## src/rtl/pipe_hazard_ctrl_pkg.sv

```systemverilog
// Shared types for the pipeline hazard controller: forwarding selects, FSM states
// and the forwarding-source priority rule.
package pipe_hazard_ctrl_pkg;

    typedef enum logic [1:0] {
        REG = 2'd0,
        MEM = 2'd1,
        WB  = 2'd2
    } fwd_sel_t;

    typedef enum logic [1:0] {
        RUN     = 2'd0,
        MC_WAIT = 2'd1,
        HALT    = 2'd2
    } hz_state_t;

    // The youngest producer (MEM) wins over WB. Register 0 gets no special treatment.
    function automatic fwd_sel_t fwd_pick(
        input logic [2:0] src,
        input logic [2:0] mem_rd,
        input logic       mem_we,
        input logic [2:0] wb_rd,
        input logic       wb_we
    );
        if (mem_we && (mem_rd == src)) return MEM;
        if (wb_we && (wb_rd == src))   return WB;
        return REG;
    endfunction

endpackage

```

## src/rtl/pipe_hazard_ctrl_perf_cnt.sv

```systemverilog
// Saturating event counter used for the optional stall/flush statistics.
module pipe_perf_cnt #(
    parameter int CNT_W = 16
) (
    input  logic             clk,
    input  logic             reset_n,
    input  logic             i_inc,
    output logic [CNT_W-1:0] o_cnt
);

    logic [CNT_W-1:0] r_cnt;

    always_ff @(posedge clk or negedge reset_n) begin
        if (!reset_n) begin
            r_cnt <= '0;
        end else if (i_inc && (r_cnt != {CNT_W{1'b1}})) begin
            r_cnt <= r_cnt + CNT_W'(1);
        end
    end

    assign o_cnt = r_cnt;

endmodule

```

## src/rtl/pipe_hazard_ctrl.sv

```systemverilog
// Hazard sequencer for the five-stage pipeline: stall/flush/hold control, EX forwarding
// selects and multi-cycle op handshake. Define PIPE_CTRL_PERF_EN for stall/flush counters.
module pipe_hazard_ctrl
    import pipe_hazard_ctrl_pkg::*;
#(
    parameter int MC_TIMEOUT = 16
`ifdef PIPE_CTRL_PERF_EN
    ,
    parameter int CNT_W      = 16
`endif
) (
    input  logic       clk,
    input  logic       reset_n,
    input  logic [2:0] id_rs_a,
    input  logic [2:0] id_rs_b,
    input  logic       id_uses_a,
    input  logic       id_uses_b,
    input  logic [2:0] ex_rd,
    input  logic       ex_reg_write,
    input  logic       ex_mem_read,
    input  logic [2:0] mem_rd,
    input  logic       mem_reg_write,
    input  logic [2:0] wb_rd,
    input  logic       wb_reg_write,
    input  logic       ex_branch_taken,
    input  logic       ex_mc_op,
    input  logic       mc_done,
    input  logic       mc_error,
    input  logic       mem_halt,
    output logic       pc_hold,
    output logic       if_id_hold,
    output logic       id_ex_hold,
    output logic       if_id_bubble,
    output logic       id_ex_bubble,
    output logic       ex_mem_bubble,
    output logic       mc_go,
    output fwd_sel_t   fwd_a_sel,
    output fwd_sel_t   fwd_b_sel,
    output logic       halted,
    output logic       err_sticky
`ifdef PIPE_CTRL_PERF_EN
    ,
    output logic [CNT_W-1:0] stall_cnt,
    output logic [CNT_W-1:0] flush_cnt
`endif
);

    localparam int TO_W = (MC_TIMEOUT > 1) ? $clog2(MC_TIMEOUT) : 1;

    hz_state_t       r_state;
    logic [TO_W-1:0] r_to_cnt;
    logic            r_mc_go;
    logic            r_err;

    logic w_load_use;
    logic w_run_free;
    logic w_flush;
    logic w_stall;
    logic w_to_last;

    assign w_load_use = ex_mem_read & ex_reg_write &
                        ((id_uses_a & (ex_rd == id_rs_a)) |
                         (id_uses_b & (ex_rd == id_rs_b)));

    // Halt and multi-cycle start outrank both flush and load-use in RUN.
    assign w_run_free = (r_state == RUN) & ~mem_halt & ~ex_mc_op;
    assign w_flush    = w_run_free & ex_branch_taken;
    assign w_stall    = w_run_free & ~ex_branch_taken & w_load_use;
    assign w_to_last  = (r_to_cnt == TO_W'(MC_TIMEOUT - 1));

    // NOTE: every output gets a default first so no path through the case infers a latch.
    always_comb begin
        pc_hold       = 1'b0;
        if_id_hold    = 1'b0;
        id_ex_hold    = 1'b0;
        if_id_bubble  = 1'b0;
        id_ex_bubble  = 1'b0;
        ex_mem_bubble = 1'b0;
        if (reset_n) begin
            case (r_state)
                RUN: begin
                    if (w_flush) begin
                        if_id_bubble = 1'b1;
                        id_ex_bubble = 1'b1;
                    end
                    if (w_stall) begin
                        pc_hold      = 1'b1;
                        if_id_hold   = 1'b1;
                        id_ex_bubble = 1'b1;
                    end
                end
                MC_WAIT: begin
                    pc_hold       = 1'b1;
                    if_id_hold    = 1'b1;
                    id_ex_hold    = 1'b1;
                    ex_mem_bubble = 1'b1;
                end
                HALT: begin
                    pc_hold    = 1'b1;
                    if_id_hold = 1'b1;
                    id_ex_hold = 1'b1;
                end
                default: ;
            endcase
        end
    end

    // NOTE: sequential state uses non-blocking assignments so all registers update together.
    always_ff @(posedge clk or negedge reset_n) begin
        if (!reset_n) begin
            r_state  <= RUN;
            r_to_cnt <= '0;
            r_mc_go  <= 1'b0;
            r_err    <= 1'b0;
        end else begin
            r_mc_go <= 1'b0;
            case (r_state)
                RUN: begin
                    if (mem_halt) begin
                        r_state <= HALT;
                    end else if (ex_mc_op) begin
                        r_state  <= MC_WAIT;
                        r_to_cnt <= '0;
                        r_mc_go  <= 1'b1;
                    end
                end
                MC_WAIT: begin
                    if (mc_done) begin
                        r_state <= RUN;
                        if (mc_error) r_err <= 1'b1;
                    end else if (w_to_last) begin
                        r_state <= RUN;
                        r_err   <= 1'b1;
                    end else begin
                        r_to_cnt <= r_to_cnt + TO_W'(1);
                    end
                end
                HALT:    r_state <= HALT;
                default: r_state <= RUN;
            endcase
        end
    end

    assign mc_go      = r_mc_go;
    assign halted     = (r_state == HALT);
    assign err_sticky = r_err;
    assign fwd_a_sel  = fwd_pick(id_rs_a, mem_rd, mem_reg_write, wb_rd, wb_reg_write);
    assign fwd_b_sel  = fwd_pick(id_rs_b, mem_rd, mem_reg_write, wb_rd, wb_reg_write);

`ifdef PIPE_CTRL_PERF_EN
    logic w_stall_evt;

    assign w_stall_evt = (pc_hold | if_id_hold | id_ex_hold) & (r_state != HALT);

    pipe_perf_cnt #(.CNT_W(CNT_W)) u_stall_cnt (
        .clk     (clk),
        .reset_n (reset_n),
        .i_inc   (w_stall_evt),
        .o_cnt   (stall_cnt)
    );

    pipe_perf_cnt #(.CNT_W(CNT_W)) u_flush_cnt (
        .clk     (clk),
        .reset_n (reset_n),
        .i_inc   (w_flush),
        .o_cnt   (flush_cnt)
    );
`endif

endmodule

```

## config.mk

```make
export PLATFORM = sky130hd
export DESIGN_NAME = pipe_hazard_ctrl
export DESIGN_NICKNAME = d
export VERILOG_FILES = /design/src/rtl/pipe_hazard_ctrl_pkg.sv /design/src/rtl/pipe_hazard_ctrl_perf_cnt.sv /design/src/rtl/pipe_hazard_ctrl.sv
export SDC_FILE = /design/constraint.sdc
export NUM_CORES = 1
export LEC_CHECK = 0
export BUFFER_PORTS_ARGS = -buffer_cell sky130_fd_sc_hd__buf_2
export CAP_MARGIN = 20
export CORE_MARGIN = 3
export CORE_UTILIZATION = 45
export DETAILED_ROUTE_END_ITERATION = 6
export HOLD_SLACK_MARGIN = 0.05
export PLACE_DENSITY = 0.84
export REMOVE_ABC_BUFFERS = 1
export SLEW_MARGIN = 40
export SYNTH_ARGS = -nofsm -noshare
export SYNTH_HDL_FRONTEND = slang
export SYNTH_SLANG_ARGS = --single-unit
```

## constraint.sdc

```tcl
create_clock -name clk -period 3.75 [get_ports clk]
set_input_delay 0.375 -clock clk [delete_from_list [all_inputs] [get_ports clk]]
set_output_delay 0.375 -clock clk [all_outputs]
set_load 0.02 [all_outputs]
```

======== Word-level counts from Yosys, hierarchy flattened ========
Cells that the tools add are included.
storage, ports and cells
  register bits after elaboration ......... 8
  word-level logic and storage cells ...... 88
  output and inout bits ................... 13
cells by class
  add/sub/neg operators ................... 1
  reductions and logical operators ........ 11
  equality and inequality tests ........... 16
  bitwise logic cells ..................... 13
  multiplexer cells ....................... 43
operators by type and width
  kind                 number
  $mux 1               24
  $mux 2               12
  $eq 3x3->1           6
  $mux 4               4
  $and 1x1->1          9
  $ne 2x2->1 const B   4
  $pmux 4 s2           1
  $ne 3x3->1 const B   2
  $pmux 2 s3           1
  $reduce_and 5->1     1
  $add 4x1->4 const B  1
  $eq 4x4->1 const B   1
  $logic_and 1x1->1    4
  $reduce_bool 2->1    2
  $not 1->1            3
  $reduce_and 3->1     1
  $eq 2x1->1 const B   1
  $eq 2x2->1 const B   1
  $logic_not 2->1      1
  $ne 2x1->1 const B   1
  $pmux 1 s2           1
  $reduce_and 2->1     1
  $reduce_or 2->1      1
  $or 1x1->1           1

======== Logic depth before layout (Yosys ltp) ========
  word-level depth ........................ 8
  mapped depth ............................ 7
  depth with buffers taken out ............ 6

======== Worst setup path after synthesis ========
No wires, ideal clock.
  path kind ............................... reg-to-output
  from .................................... register r_state[1]
  to ...................................... output port id_ex_bubble
  stages on the path, launching flop included .. 6
  path slack .............................. 1.788 ns
  arrival ................................. 1.587 ns
  path buffers ............................ 0
  cells stage by stage .................... dfrtp_1 inv_1 ha_1 nand2b_1 nor3_1 a21o_2
between the ends
  word-level cells in the longest chain between the ends .. 8
RTL lines
  item                                   line                                            text
  start, declared                        pipe_hazard_ctrl.sv:50                          hz_state_t r_state;
  start signal, assigned                 pipe_hazard_ctrl.sv:111                         r_state <= RUN;
  start signal, assigned                 pipe_hazard_ctrl.sv:120                         r_state <= HALT;
  start signal, assigned                 pipe_hazard_ctrl.sv:122                         r_state <= MC_WAIT;
  $logic_not 2->1 *                      pipe_hazard_ctrl.sv:66, pipe_hazard_ctrl.sv:80
  $and 1x1->1 (2 in a row)               pipe_hazard_ctrl.sv:66                          assign w_run_free = (r_state == RUN) & ~mem_halt & ~ex_mc_op;
  $and 1x1->1, on equally long branches  pipe_hazard_ctrl.sv:67, pipe_hazard_ctrl.sv:68
  $mux 1 or $and 1x1->1 (tied branches)  pipe_hazard_ctrl.sv:82, pipe_hazard_ctrl.sv:68
  $mux 1                                 pipe_hazard_ctrl.sv:86                          if (w_stall) begin
  $mux 1 *                               pipe_hazard_ctrl.sv:80                          case (r_state)
  $mux 1 *                               pipe_hazard_ctrl.sv:79                          if (reset_n) begin
  end, declared                          pipe_hazard_ctrl.sv:34                          output logic id_ex_bubble,
Mark *: on every way between the ends. The rest lies on a longest branch, timed or not.

======== Worst setup path after layout ========
  from .................................... register r_state[1]
  to ...................................... output port if_id_hold
between the ends
  word-level cells in the longest chain between the ends .. 8
RTL lines
  item                      line                                            text
  $logic_not 2->1           pipe_hazard_ctrl.sv:66, pipe_hazard_ctrl.sv:80
  $and 1x1->1 (2 in a row)  pipe_hazard_ctrl.sv:66
  $and 1x1->1 (2 in a row)  pipe_hazard_ctrl.sv:68                          assign w_stall = w_run_free & ~ex_branch_taken & w_load_use;
  $mux 1                    pipe_hazard_ctrl.sv:86
  $pmux 1 s2 *              pipe_hazard_ctrl.sv:80
  $mux 1 *                  pipe_hazard_ctrl.sv:79
  end, declared             pipe_hazard_ctrl.sv:31                          output logic if_id_hold,
Marks and branches as above.

==> flow_metrics.py <==
metrics = {
    "synth": {
        "synth_cells": 88,
        "synth_ff_type": "dfrtp_1",
        "synth_top_cell_by_area": "dfrtp_1",
        "synth_area_um2": 762,
        "ys_ff_latch": 8,
        "synth_cell_types": 29,
        "yosysMostFrequentCell": "xnor2_1",
        "synth.avg_cell_area_um2": 8.66,
        "synth_edf_count": 0,
        "async_reset_ff_frac": 1.00,
        "synth_common_cells": "xnor2_1, dfrtp_1, inv_1",
        "ys_seq_area_frac": 0.263,
        "yosys.area.top_type_share": 0.263,
        "yosysWarnings": 0,
        "yosys-top-cells-area": "dfrtp_1, xnor2_1, ha_1",
    },
    "die": {
        "die_area_um2": 2220,
        "die_w_um": 47.2,
        "die_h_um": 47.2,
        "rows": 14,
        "io_pins": 41,
        "coreArea_um2": 1540,
        "initial_utilization": 0.494,
    },
    "placement": {
        "place_congestion": 0.802,
        "port_buffers": 40,
        "dp_hpwl_um": 1540,
    },
    "worst_setup_path": {
        "crit_slowest_cell": "dfrtp_1",
        "arrival_ns": 1.86,
        "crit_family": "compound AO/OA/AOI/OAI gates",
        "worstSetupPathType": "reg -> out",
        "worst_setup_path_start_kind": "flip-flop",
        "crit_required_ns": 3.38,
        "worst-path-buf-inv": 2,
        "startpoint": "r_state[1]",
        "crit_fanout": 5,
        "end_kind": "output port",
        "critical_path.cell_chain": "inv_1, ha_1, nand2b_1, a2111oi_2, o211a_1, buf_2",
        "critical_path.reg2reg.startpoint": "r_state[1]",
        "max_stage_delay_ns": 0.43,
    },
    "sta": {
        "max_freq_mhz": 448,
        "hold_violations": 0,
        "slew_headroom": 0.755,
        "drv_slew": 0,
        "setup_violations": 0,
        "rsz0062_at_grt": "no",
        "tightest_slew_ns": 0.368,
        "fin_crit_ns": 2.23,
        "fin_tns_setup_ns": 0,
        "fin_crit_sh": 0.595,
        "finalClockSkew_ns": 0.00261,
    },
    "finish": {
        "nFillCells": 131,
        "post-route-util": 0.650,
        "drive_gt1_frac": 0.385,
        "nets": 165,
        "area_delta_synth_final_pct": 31.5,
        "num_antenna_cells": 0,
    },
    "clocking": {
        "cts_root_buf": "clkbuf_4",
        "cts_buffers": 3,
        "htree_num_levels": 1,
        "clkLatencyLatePin_ns": 0.25,
        "hold_buffers": 1,
        "clock_tree.buffer_depth": 2,
        "clkTransAtPathRegs_ns": 0.05,
        "cts_tree": "built",
        "clock-sinks": 8,
        "cts_resized": 0,
        "cts_setup_buffers": 0,
    },
    "global_routing": {
        "grt_pass1_vias": 683,
        "antenna_found_initial": 0,
        "grt.total_usage": 0.176,
        "grt_start_max_net_pins": 14,
        "grt_pass1_wl_um": 2760,
        "gr-total-overflow": 0,
    },
    "detailed_routing": {
        "vias_per_cell": 5.11,
        "ant_nets": 0,
        "drtIter0Drc": 8,
        "wl_per_cell_um": 12.4,
        "drt-total-wl_um": 1810,
        "first_pass_iters": 4,
        "vias": 746,
        "drc_errors": 0,
    },
    "min_path": {
        "min_path_type": "in -> reg",
        "holdCritStartpoint": "mc_error",
    },
    "job": {
        "drv_cap": 0,
    },
    "outcome": {
        "outcome": "finished, final reports clean",
    },
    "pwr": {
        "peakVddDrop_v": 0.000265,
        "p_per_area_nw_per_um2": 387,
        "leakage_nw": 0.521,
        "total_power_w": 0.000388,
    },
}
-- flip-flops by register name, indices dropped and copies added, names as in the netlist --
register	cells
err_sticky	1
mc_go	1
r_state	2
r_to_cnt	4
-- final cells by class --
class                           instances  area [µm²]  share of cell area
Timing Repair Buffer                   41         210               0.210
Multi-Input combinational cell         71         523               0.522
Tap cell                               16        20.0              0.0200
Sequential cell                         8         200               0.200
Inverter                                7        26.3              0.0262
Clock buffer                            3        22.5              0.0225
-- cell usage in the layout, fill, tap and decap left out --
cell and instances:
a31oi_2 1, a2bb2oi_2 1, or2_2 1, inv_1 7, clkbuf_4 3, nor2_1 5, a2111oi_2 1, nand2_1 5
nand4_1 5, a31o_2 1, a21o_2 1, ha_1 5, nor3_1 5, dlygate4sd3_1 1, a221oi_1 1, a21o_1 1
nand2b_1 2, dfrtp_1 8, and2_1 2, or2b_1 1, a21oi_1 3, xnor2_1 14, xor2_1 4, nand3_1 3
buf_2 40, o211a_1 1, mux2i_1 1, nand3b_1 1, o21ai_0 5, nand3b_2 1
-- final timing paths --
kind | endpoint | slack [ns] | cells past startpoint
setup / recovery | if_id_hold | 1.52 | 6
hold / removal | err_sticky | 0.43 | 4
setup reg to reg | r_to_cnt[2] | 2.02 | 6
hold reg to reg | err_sticky | 0.45 | 1
max in group asynchronous | r_state[0] | 3.03 | 2
min in group asynchronous | r_to_cnt[3] | 0.52 | 2
-- stage by stage --
step | setup WS [ns] | std cells | cell area [µm²] | hold slack [ns]
floorplan | 1.79 | 86 | 749 | 0.0794
global placement | 1.80 | 142 | 970 | 0.252
detailed placement | 1.77 | 142 | 970 | 0.259
CTS | 1.50 | 146 | 1000 | 0.425
global route | 1.41 | 146 | 1000 | 0.421
finish | 1.52 | 146 | 1000 | 0.432
-- per-layer routing --
| metal | track usage | wire, µm |
|---|---|---|
| met1 | 0.191 | 775 |
| met2 | 0.331 | 887 |
| met3 | 0.0536 | 127 |
| met4 | 0.0387 | 14 |
| met5 | 0 | 0 |
-- cell families (layout without fill, tap and decap cells) --
| group | after synthesis | in the layout | share of synthesized area |
|---|---|---|---|
| DFF | 8 | 8 | 0.263 |
| buffers and inverters | 9 | 51 | 0.0509 |
| xor gates and xnor gates | 18 | 18 | 0.207 |
| muxes | 1 | 1 | 0.0131 |
| adders and majority gates | 5 | 5 | 0.0821 |
| AOI/OAI and AO/OA | 16 | 16 | 0.166 |
| and+or+nand+nor | 31 | 31 | 0.218 |
-- tightest hold or removal path, cell delays in order --
cell     delay (ns)
buf_2          0.07
nand2_1        0.04
o21ai_0        0.06
a21o_1         0.11
-- report_power, final --
group / switching (W) / internal, W
Sequential: 0.0000197 / 0.000109
Combinational: 0.000113 / 0.0000826
Clock: 0.0000279 / 0.0000365
Note: power is estimated with default switching activity, not from simulation.
